File: config.mk
export PLATFORM = sky130hd
export DESIGN_NAME = id_ctrl_stage
export DESIGN_NICKNAME = d
export VERILOG_FILES = /design/src/rtl/ctrl_pkg.sv /design/src/rtl/imm_gen.sv /design/src/rtl/id_ctrl_stage.sv
export SDC_FILE = /design/constraint.sdc
export NUM_CORES = 1
export LEC_CHECK = 0
export ABC_CLOCK_PERIOD_IN_PS = 6900
export CORE_MARGIN = 2
export CORE_UTILIZATION = 51
export CTS_BUF_LIST = sky130_fd_sc_hd__clkbuf_4 sky130_fd_sc_hd__clkbuf_8 sky130_fd_sc_hd__clkbuf_16
export DETAILED_ROUTE_END_ITERATION = 10
export PLACE_DENSITY = 0.86
export SLEW_MARGIN = 20
export SYNTH_ARGS = -nofsm -noshare
export SYNTH_HDL_FRONTEND = slang
export SYNTH_HIERARCHICAL = 1
export SYNTH_SLANG_ARGS = --single-unit
File: constraint.sdc
create_clock -name clk -period 6.9 [get_ports clk]
set_clock_uncertainty 0.15 [all_clocks]
set_input_delay 2.07 -clock clk [delete_from_list [all_inputs] [get_ports clk]]
set_output_delay 2.07 -clock clk [all_outputs]
set_load 0.05 [all_outputs]
File: src/rtl/ctrl_pkg.sv
// rtl/ctrl_pkg.sv - shared types, opcodes and ALU-op helper for the RV32I decode stage
package ctrl_pkg;

    typedef enum logic [4:0] {
        ALU_ADD    = 5'd0,
        ALU_SUB    = 5'd1,
        ALU_AND    = 5'd2,
        ALU_OR     = 5'd3,
        ALU_XOR    = 5'd4,
        ALU_SLL    = 5'd5,
        ALU_SRL    = 5'd6,
        ALU_SRA    = 5'd7,
        ALU_SLT    = 5'd8,
        ALU_SLTU   = 5'd9,
        ALU_PASSB  = 5'd10,
        ALU_MUL    = 5'd16,
        ALU_MULH   = 5'd17,
        ALU_MULHSU = 5'd18,
        ALU_MULHU  = 5'd19,
        ALU_DIV    = 5'd20,
        ALU_DIVU   = 5'd21,
        ALU_REM    = 5'd22,
        ALU_REMU   = 5'd23
    } alu_op_e;

    typedef enum logic [2:0] {
        IMM_NONE,
        IMM_I,
        IMM_S,
        IMM_B,
        IMM_U,
        IMM_J
    } imm_fmt_e;

    localparam logic [6:0] OP_LOAD   = 7'h03;
    localparam logic [6:0] OP_IMM    = 7'h13;
    localparam logic [6:0] OP_AUIPC  = 7'h17;
    localparam logic [6:0] OP_STORE  = 7'h23;
    localparam logic [6:0] OP_REG    = 7'h33;
    localparam logic [6:0] OP_LUI    = 7'h37;
    localparam logic [6:0] OP_BRANCH = 7'h63;
    localparam logic [6:0] OP_JALR   = 7'h67;
    localparam logic [6:0] OP_JAL    = 7'h6F;

    typedef struct packed {
        logic       reg_write;
        logic       mem_write;
        logic       mem_read;
        logic       alu_src;
        logic       branch;
        logic       jump;
        logic       illegal;
        alu_op_e    alu_op;
        logic [2:0] funct3;
        logic [4:0] rd;
        logic [4:0] rs1;
        logic [4:0] rs2;
    } ctrl_bundle_t;

    // alt selects SUB/SRA (funct7 bit 5) for the register-register forms
    function automatic alu_op_e alu_base(input logic [2:0] f3, input logic alt);
        case (f3)
            3'b000:  alu_base = alt ? ALU_SUB : ALU_ADD;
            3'b001:  alu_base = ALU_SLL;
            3'b010:  alu_base = ALU_SLT;
            3'b011:  alu_base = ALU_SLTU;
            3'b100:  alu_base = ALU_XOR;
            3'b101:  alu_base = alt ? ALU_SRA : ALU_SRL;
            3'b110:  alu_base = ALU_OR;
            default: alu_base = ALU_AND;
        endcase
    endfunction

endpackage

File: src/rtl/imm_gen.sv
// rtl/imm_gen.sv - immediate extraction per instruction format, sign-extended to XLEN
module imm_gen
    import ctrl_pkg::*;
#(
    parameter int XLEN = 32
) (
    input  logic [31:7]     ins,
    input  imm_fmt_e        fmt,
    output logic [XLEN-1:0] imm
);

    logic [31:0] raw;

    always_comb begin
        raw = '0;
        case (fmt)
            IMM_I:   raw = {{20{ins[31]}}, ins[31:20]};
            IMM_S:   raw = {{20{ins[31]}}, ins[31:25], ins[11:7]};
            IMM_B:   raw = {{19{ins[31]}}, ins[31], ins[7], ins[30:25], ins[11:8], 1'b0};
            IMM_U:   raw = {ins[31:12], 12'h000};
            IMM_J:   raw = {{11{ins[31]}}, ins[31], ins[19:12], ins[20], ins[30:21], 1'b0};
            default: raw = '0;
        endcase
    end

    assign imm = XLEN'($signed(raw));

endmodule

File: src/rtl/id_ctrl_stage.sv
// rtl/id_ctrl_stage.sv - RV32I decode stage with ID/EX register, load-use bubbles, counters; RV32M_EN adds M ops
module id_ctrl_stage
    import ctrl_pkg::*;
#(
    parameter int XLEN  = 32,
    parameter int CNT_W = 32
) (
    input  logic             clk,
    input  logic             rst_n,
    input  logic             in_valid,
    output logic             in_ready,
    input  logic [31:0]      instr,
    input  logic [XLEN-1:0]  pc,
    input  logic             flush,
    output logic             out_valid,
    input  logic             out_ready,
    output logic [XLEN-1:0]  out_pc,
    output logic             reg_write,
    output logic             mem_write,
    output logic             mem_read,
    output logic             alu_src,
    output logic             branch,
    output logic             jump,
    output logic             illegal,
    output logic [4:0]       alu_op,
    output logic [2:0]       funct3_o,
    output logic [4:0]       rd,
    output logic [4:0]       rs1,
    output logic [4:0]       rs2,
    output logic [XLEN-1:0]  imm,
    output logic [CNT_W-1:0] stall_cnt,
    output logic [CNT_W-1:0] bubble_cnt
);

    ctrl_bundle_t    dec, q;
    imm_fmt_e        fmt;
    logic [6:0]      opc, f7;
    logic [2:0]      f3;
    logic            use_rs1, use_rs2;
    logic            adv, hazard;
    logic [XLEN-1:0] imm_w, imm_q, pc_q;

    always_comb begin
        opc        = instr[6:0];
        f3         = instr[14:12];
        f7         = instr[31:25];
        dec        = '0;
        dec.alu_op = ALU_ADD;
        dec.funct3 = f3;
        dec.rd     = instr[11:7];
        dec.rs1    = instr[19:15];
        dec.rs2    = instr[24:20];
        fmt        = IMM_NONE;
        use_rs1    = 1'b0;
        use_rs2    = 1'b0;
        case (opc)
            OP_LOAD: begin
                dec.mem_read = 1'b1; dec.reg_write = 1'b1; dec.alu_src = 1'b1;
                fmt = IMM_I; use_rs1 = 1'b1;
            end
            OP_IMM: begin
                dec.reg_write = 1'b1; dec.alu_src = 1'b1;
                fmt = IMM_I; use_rs1 = 1'b1;
                dec.alu_op = alu_base(f3, (f3 == 3'b101) && (f7 == 7'h20));
                if ((f3 == 3'b001 && f7 != 7'h00) ||
                    (f3 == 3'b101 && f7 != 7'h00 && f7 != 7'h20))
                    dec.illegal = 1'b1;
            end
            OP_AUIPC: begin
                dec.reg_write = 1'b1; dec.alu_src = 1'b1; fmt = IMM_U;
            end
            OP_STORE: begin
                dec.mem_write = 1'b1; dec.alu_src = 1'b1;
                fmt = IMM_S; use_rs1 = 1'b1; use_rs2 = 1'b1;
            end
            OP_REG: begin
                dec.reg_write = 1'b1; use_rs1 = 1'b1; use_rs2 = 1'b1;
                if (f7 == 7'h00)
                    dec.alu_op = alu_base(f3, 1'b0);
                else if (f7 == 7'h20 && (f3 == 3'b000 || f3 == 3'b101))
                    dec.alu_op = alu_base(f3, 1'b1);
                else if (f7 == 7'b0000001) begin
`ifdef RV32M_EN
                    dec.alu_op = alu_op_e'({2'b10, f3});
`else
                    dec.illegal = 1'b1;
`endif
                end else
                    dec.illegal = 1'b1;
            end
            OP_LUI: begin
                dec.reg_write = 1'b1; dec.alu_src = 1'b1;
                dec.alu_op = ALU_PASSB; fmt = IMM_U;
            end
            OP_BRANCH: begin
                dec.branch = 1'b1; dec.alu_op = ALU_SUB;
                fmt = IMM_B; use_rs1 = 1'b1; use_rs2 = 1'b1;
            end
            OP_JALR: begin
                dec.jump = 1'b1; dec.reg_write = 1'b1; dec.alu_src = 1'b1;
                fmt = IMM_I; use_rs1 = 1'b1;
            end
            OP_JAL: begin
                dec.jump = 1'b1; dec.reg_write = 1'b1; dec.alu_src = 1'b1; fmt = IMM_J;
            end
            default: dec.illegal = 1'b1;
        endcase
        if (dec.illegal) begin
            dec.reg_write = 1'b0; dec.mem_write = 1'b0; dec.mem_read = 1'b0;
            dec.alu_src   = 1'b0; dec.branch    = 1'b0; dec.jump     = 1'b0;
            dec.alu_op    = ALU_ADD;
        end
        if (dec.rd == 5'd0)
            dec.reg_write = 1'b0;
    end

    imm_gen #(.XLEN(XLEN)) u_imm_gen (
        .ins (instr[31:7]),
        .fmt (fmt),
        .imm (imm_w)
    );

    // a load still in ID/EX cannot forward to the instruction right behind it
    assign hazard = in_valid && out_valid && q.mem_read && (q.rd != 5'd0) &&
                    ((use_rs1 && dec.rs1 == q.rd) || (use_rs2 && dec.rs2 == q.rd));
    assign adv      = !out_valid || out_ready;
    assign in_ready = adv && !hazard && !flush;

    always_ff @(posedge clk or negedge rst_n) begin
        if (!rst_n) begin
            out_valid <= 1'b0;
            q         <= '0;
            pc_q      <= '0;
            imm_q     <= '0;
        end else if (flush) begin
            out_valid <= 1'b0;
        end else if (adv) begin
            if (hazard || !in_valid) begin
                out_valid <= 1'b0;
            end else begin
                out_valid <= 1'b1;
                q         <= dec;
                pc_q      <= pc;
                imm_q     <= imm_w;
            end
        end
    end

    always_ff @(posedge clk or negedge rst_n) begin
        if (!rst_n) begin
            stall_cnt  <= '0;
            bubble_cnt <= '0;
        end else begin
            if (in_valid && !in_ready && !flush && stall_cnt != '1)
                stall_cnt <= stall_cnt + CNT_W'(1);
            if (adv && hazard && !flush && bubble_cnt != '1)
                bubble_cnt <= bubble_cnt + CNT_W'(1);
        end
    end

    assign out_pc    = pc_q;
    assign imm       = imm_q;
    assign reg_write = q.reg_write;
    assign mem_write = q.mem_write;
    assign mem_read  = q.mem_read;
    assign alu_src   = q.alu_src;
    assign branch    = q.branch;
    assign jump      = q.jump;
    assign illegal   = q.illegal;
    assign alu_op    = q.alu_op;
    assign funct3_o  = q.funct3;
    assign rd        = q.rd;
    assign rs1       = q.rs1;
    assign rs2       = q.rs2;

endmodule

==> reports/metrics.cfg, run 1 <==
[clock_tree]
numCtsBuffers = 17
cts_num_sinks = 158
post-cts-setup-buffers = 0
cts_tree = done
clk_pin_slew_worst_paths_ns = 0.06
htreeDepth = 4
holdBufCountCts = 0
clock_latency_ns = 0.42
cts_root_buf = clkbuf_16
cts_resized = 0
cts_buffer_depth = 2

[sta]
maxSlewViolCount = 0
finalCritPeriodShare = 0.958
tns_ns = 0
tightest_slew_ns = 0.983
slew_headroom = 0.345
rsz0062_at_grt = no
timing.final.crit_period_ns = 6.61
finalHoldViolCount = 0
max_freq_ghz = 0.151
setup_viol = 0

[power]
p_clk_frac = 0.359
cellLeakagePower_nw = 4.99
power_density_nw_per_um2 = 241
combPwrFrac = 0.229
p_total_mw = 2.53
intPower_mw = 1.72
swShare = 0.317
ir_drop_v = 0.000329
sequentialPowerShare = 0.412
p_sw_mw = 0.802

[global_route]
globalRouteOverflowTotal = 0
grt_max_degree = 90
grt_first_pass_wirelength_um = 33500
grt_pass1_vias = 6395
antenna_found_initial = 0
grt_usage = 0.268

[yosys]
synth.avg_cell_area_sq_um = 8.96
synthTopCellsByArea = dfrtp_1 (53%), nand2_1 (15%), xor2_1 (4.8%)
ys_ff_latch = 158
synth_top_area_share = 0.528
yosysWarnings = 6
ys.flop_type = dfrtp_1
synth_cell_types = 58
syn_nets = 906
yosysTopAreaCell = dfrtp_1
synth_common_cells = nand2_1 (307), dfrtp_1 (158), xor2_1 (41)
synth_edf_count = 0
synth_area_sq_um = 7480
netlist_instances = 835
ys_seq_area_frac = 0.528
yosysMostFrequentCell = nand2_1
async_flop_share = 1.00

[run_status]
status = completed

[drt]
drt_iter0_markers = 487
post_drt_wl_per_cell_um = 16.5
ant_nets = 0
viasPerCell = 5.36
firstDrtPassIters = 5
via_count = 6690
post-route-drc-count = 0
finalWirelength_um = 20600

[cells_and_area]
n_fill_cell = 1060
fin_nets = 1123
drive_above_1_share = 0.0499
n_antenna_cell = 0
finish.utilization = 0.726
area_delta_synth_final_pct = 40.0

[setup_path]
critical_path_required_ns = 4.68
cpMaxStageDelayCell = a2111oi_0
criticalPathCategory = in2out
worst-path-max-fanout = 8
crit_path_end_kind = output pin
crit_buf_inv = 2
critPathLaunchType = input pin
cp.arrival_ns = 4.39
crit_path_max_incr_delay_ns = 0.59
critPathTopFamily = compound AO/OA/AOI/OAI gates
cp_cell_sequence = clkdlybuf4s50_1, nand2b_1, a2111oi_0, and3_1, o21ai_0, and2_1, buf_4

[floorplanning]
start_util = 0.519
io_pins = 229
die_w_um = 125
die_h_um = 125
rows = 44
die-area_sq_um = 15700
coreArea_sq_um = 14400

[placed_design]
gp_congestion = 0.855
place.port_buffers = 227
dp_hpwl_um = 14700

[run]
max_cap_viol_count = 0

[min_path]
hold_path_class = reg2reg

[power groups by stage]
| stage | registers (mW) | logic (mW) | clock network (mW) |
|---|---|---|---|
| after detailed placement | 1.06 | 0.579 | 0 |
| after global routing | 1.05 | 0.611 | 0.966 |
| final | 1.04 | 0.577 | 0.908 |
| after global placement | 1.05 | 0.573 | 0 |
| after floorplan | 1.28 | 0.112 | 0 |
| after CTS | 1.04 | 0.581 | 0.919 |
[through the flow]
stage	hold WS, ns	setup WS (ns)	std cells	area (sq um)
after CTS	0.327	0.307	1247	10500
after floorplan	0.594	1.22	835	7480
final	0.323	0.289	1247	10500
after global placement	0.307	0.360	1217	9910
after global routing	0.340	0.127	1247	10500
after detailed placement	0.312	0.326	1217	9910
[path summary, 6_finish.rpt]
path                           from            end  slack [ns]  cells past startpoint
min                         imm[26]        imm[26]        0.32                      2
min reg2reg                 imm[26]        imm[26]        0.32                      2
max in group asynchronous     rst_n  stall_cnt[17]        4.09                      2
max reg2reg                   rd[0]           jump        3.80                      7
max                        instr[4]       in_ready        0.29                      7
min in group asynchronous     rst_n     out_pc[11]        1.42                      1
[layout make-up]
cell class	count	area (sq um)	area share
clock buffer	19	447	0.0426
clock inverter	11	118	0.0112
inverter	12	45.0	0.00430
multi-input combinational	629	3340	0.319
sequential	158	3950	0.377
tap	184	230	0.0220
timing repair buffer	234	2340	0.223
[sequential cells by signal, summed over array words and instances, names as in the netlist, 4 cells and up]
name,count
stall_cnt,32
imm,32
bubble_cnt,32
rs2,5
rd,5
out_pc,32
alu_op,4
rs1,5
[worst register-to-register path: cells and delay by family (launching register included)]
| family | cells | cell delay [ns] |
|---|---|---|
| AOI/OAI and AO/OA | 3 | 0.66 |
| and+or+nand+nor | 4 | 1.72 |
| DFF | 1 | 0.47 |
[per-layer routing]
layer / vias to the layer above / wire (um) / track usage
li1: 3180 / - / -
met1: 3239 / 8730 / 0.356
met2: 235 / 9740 / 0.420
met3: 36 / 1660 / 0.0852
met4: 0 / 491 / 0.0922
met5: - / 0 / 0
[cells by family after synthesis]
kind of cell             Yosys count  share of synthesized area
buffers and inverters             48                     0.0278
adder cells (fa/ha/maj)            2                    0.00334
AO/OA/AOI/OAI                     76                     0.0662
AND/OR/NAND/NOR                  477                      0.288
flip-flops                       158                      0.528
XOR/XNOR                          71                     0.0831
other                              1                   0.000501
multiplexers                       2                    0.00301
[cells in the final DEF (no fill, tap or decap), drive strengths merged, types with 9 or more instances in the layout]
master and n:
nand2 307, clkdlybuf4s50 225, dfrtp 158, xor2 41
nor2 35, xnor2 30, o21ai 29, nand3 25
nor3 23, clkbuf 19, nand4 15, and3 13
inv 13, a21oi 12, and2 12, a21o 10
buf 9
(Power assumes the default switching activity.)
==> inputs of run 2 (changes only) <==
- ABC_AREA: default -> 1
- CORE_UTILIZATION: 51 -> 54
- PLACE_DENSITY: 0.86 -> 0.87
==> run 2 against run 1 <==
Non-clock buffer count decreased by 2. Clock power grew 2.3%. First-iteration DRC count is 71% higher. Global-route usage grew 2.3 points. Fmax rose by 8.9%. Sequential share of layout area decreased by 4.8 points. Clock-buffer cell count decreased by 2. Design area grew 15%. Die area up 15%. Total power up 1.1%. Largest cell class is now multi-input combinational cells. Worst hold slack better by 0.0041 ns.
==> reports/metrics.cfg, run 2 <==
[run_status]
status = completed

[setup_path]
rr_startpoint = stall_cnt[1]
rr_worst_depth = 9
cpMaxStageDelayCell = clkdlybuf4s50_1
worst-path-max-fanout = 5
r2r_slack_ns = 3.89
cp_cell_sequence = clkdlybuf4s50_1, inv_2, nor2_2, nand2_1, a21oi_2, nand4_2, nand2_4, nand2_4, nand2_2, inv_1, buf_12
crit_path_end_kind = output pin
r2r-end = stall_cnt[7]
crit_path_max_incr_delay_ns = 0.49
critical_path_required_ns = 4.68
cp.arrival_ns = 3.85
critPathLaunchType = input pin
criticalPathCategory = in2out
cpMostUsedCell = nand2_4

[sta]
finalHoldViolCount = 0
timing.final.crit_period_ns = 6.07
setup_viol = 0
tightest_slew_ns = 1.06
tns_ns = 0
max_freq_ghz = 0.165
finalCritPeriodShare = 0.880
slew_headroom = 0.293
fin_ws_ns = 0.831
rsz0062_at_grt = no
maxSlewViolCount = 0

[cells_and_area]
n_antenna_cell = 0
area_delta_synth_final_pct = 31.4
drive_above_1_share = 0.0587
mostFrequentLayoutCell = nand2_1
layout_common_cells = nand2_1 (479), clkdlybuf4s50_1 (225), dfrtp_1 (158), inv_1 (118), nand3_1 (101)
fin_nets = 1523

[min_path]
hold_path_class = reg2reg
whs_endpoint = imm[19]
hp-start = imm[19]
min_path_cells = 2

[floorplanning]
die-area_sq_um = 18000
rows = 47
io_pins = 229
die_w_um = 134
start_util = 0.550
coreArea_sq_um = 16600
die_h_um = 134

[yosys]
synth_area_sq_um = 9130
yosysMostFrequentCell = nand2_1
yosysTopAreaCell = dfrtp_1
ys_seq_area_frac = 0.433
synth.avg_cell_area_sq_um = 7.30
synth_top_area_share = 0.433
synth_cell_types = 39
ys_ff_latch = 158
async_flop_share = 1.00
synth_common_cells = nand2_1 (479), dfrtp_1 (158), inv_1 (118)
ys.flop_type = dfrtp_1
synth_edf_count = 0
netlist_instances = 1251
synthTopCellsByArea = dfrtp_1 (43%), nand2_1 (20%), nand3_1 (5.5%)
yosysWarnings = 6
syn_nets = 1322

[placed_design]
place.port_buffers = 227
dp_hpwl_um = 18600
gp_congestion = 0.902
dp_slack_ns = 0.867

[clock_tree]
cts_tree = done
post-cts-setup-buffers = 0
cts_resized = 0
numCtsBuffers = 17
htreeDepth = 4
holdBufCountCts = 0
clock_latency_ns = 0.43
cts_buffer_depth = 2
clk_pin_slew_worst_paths_ns = 0.06
cts_root_buf = clkbuf_16
cts_num_sinks = 158

[power]
power_density_nw_per_um2 = 213
ir_drop_v = 0.000183
cellLeakagePower_nw = 6.13

[drt]
finalWirelength_um = 26200
viasPerCell = 5.38
post_drt_wl_per_cell_um = 15.6
post-route-drc-count = 0
ant_nets = 0
via_count = 9063
firstDrtPassIters = 7
drt_iter0_markers = 835

[global_route]
antenna_found_initial = 0
grt_pass1_vias = 8485
grt_first_pass_wirelength_um = 42000
grt_max_degree = 110
grt_usage = 0.291
globalRouteOverflowTotal = 0

[run]
max_cap_viol_count = 0

## run 2: cell types whose count changed in the layout (fill, tap and decap cells not counted), sizes merged, moves of 8 or more
cell,previous run,this run
o21bai,1,29
and2,12,0
nand2,307,484
nor2,35,108
nand3,25,113
xnor2,30,12
nand4,15,64
a21o,10,0
xor2,41,33
inv,13,134
and3,13,1
## run 2: worst max-delay path, delay by kind of cell
family,cells,cell delay [ns]
and+or+nand+nor,6,0.79
buffers and inverters,4,0.78
AOI/OAI and AO/OA,1,0.20
## run 2: stage by stage
| stage | area (sq um) | util | hold slack [ns] | power, mW | std cells |
|---|---|---|---|---|---|
| detailed placement | 11400 | 0.689 | 0.314 | 1.64 | 1653 |
| finish | 12000 | 0.723 | 0.327 | 2.55 | 1685 |
| global route | 12000 | 0.723 | 0.347 | 2.64 | 1685 |
| CTS | 12000 | 0.723 | 0.331 | 2.57 | 1685 |
| floorplan | 9130 | - | 0.605 | 1.40 | 1251 |
| global placement | 11400 | 0.689 | 0.311 | 1.63 | 1653 |
## run 2: worst max path at each step
| stage | slack [ns] | startpoint | endpoint |
|---|---|---|---|
| floorplan | 1.19 | instr[1] | in_ready |
| global placement | 0.90 | instr[4] | in_ready |
| detailed placement | 0.87 | instr[4] | in_ready |
| CTS | 0.86 | instr[4] | in_ready |
| global route | 0.71 | instr[4] | in_ready |
| finish | 0.83 | instr[4] | in_ready |
## run 2: per-layer routing
layer | track usage | wire length, um
met3 | 0.0616 | 1960
met2 | 0.470 | 12700
met4 | 0.120 | 783
met5 | 0 | 0
met1 | 0.384 | 10800
## run 2: final cells by class
cell class,count,area [sq um]
clock buffer,17,425
fill,1331,4590
sequential,158,3950
clock inverter,15,150
multi-input combinational,916,4390
timing repair buffer,232,2320
inverter,127,477
tap,220,275
## run 2: power breakdown
group	leakage [nW]	switching (mW)	total, mW	internal [mW]
Combinational	3.90	0.391	0.581	0.190
Sequential	1.95	0.0541	1.04	0.989
Clock	0.276	0.421	0.929	0.508
Total	6.13	0.866	2.55	1.69
## run 2: logic make-up (layout without fill, tap and decap cells)
kind of cell,count (synthesis),in the layout,synth area share
buf+inv,177,391,0.0869
xor+xnor,45,45,0.0432
compound gates,66,66,0.0467
other cells,1,1,0.000411
fa+ha+maj,2,2,0.00274
flops,158,158,0.433
simple gates,802,802,0.387
==> inputs of run 3 (changes only) <==
- CTS_CLUSTER_DIAMETER: default -> 80
==> results of run 3 <==
The final DEF is identical to that of run 2; final timing and power are the same.
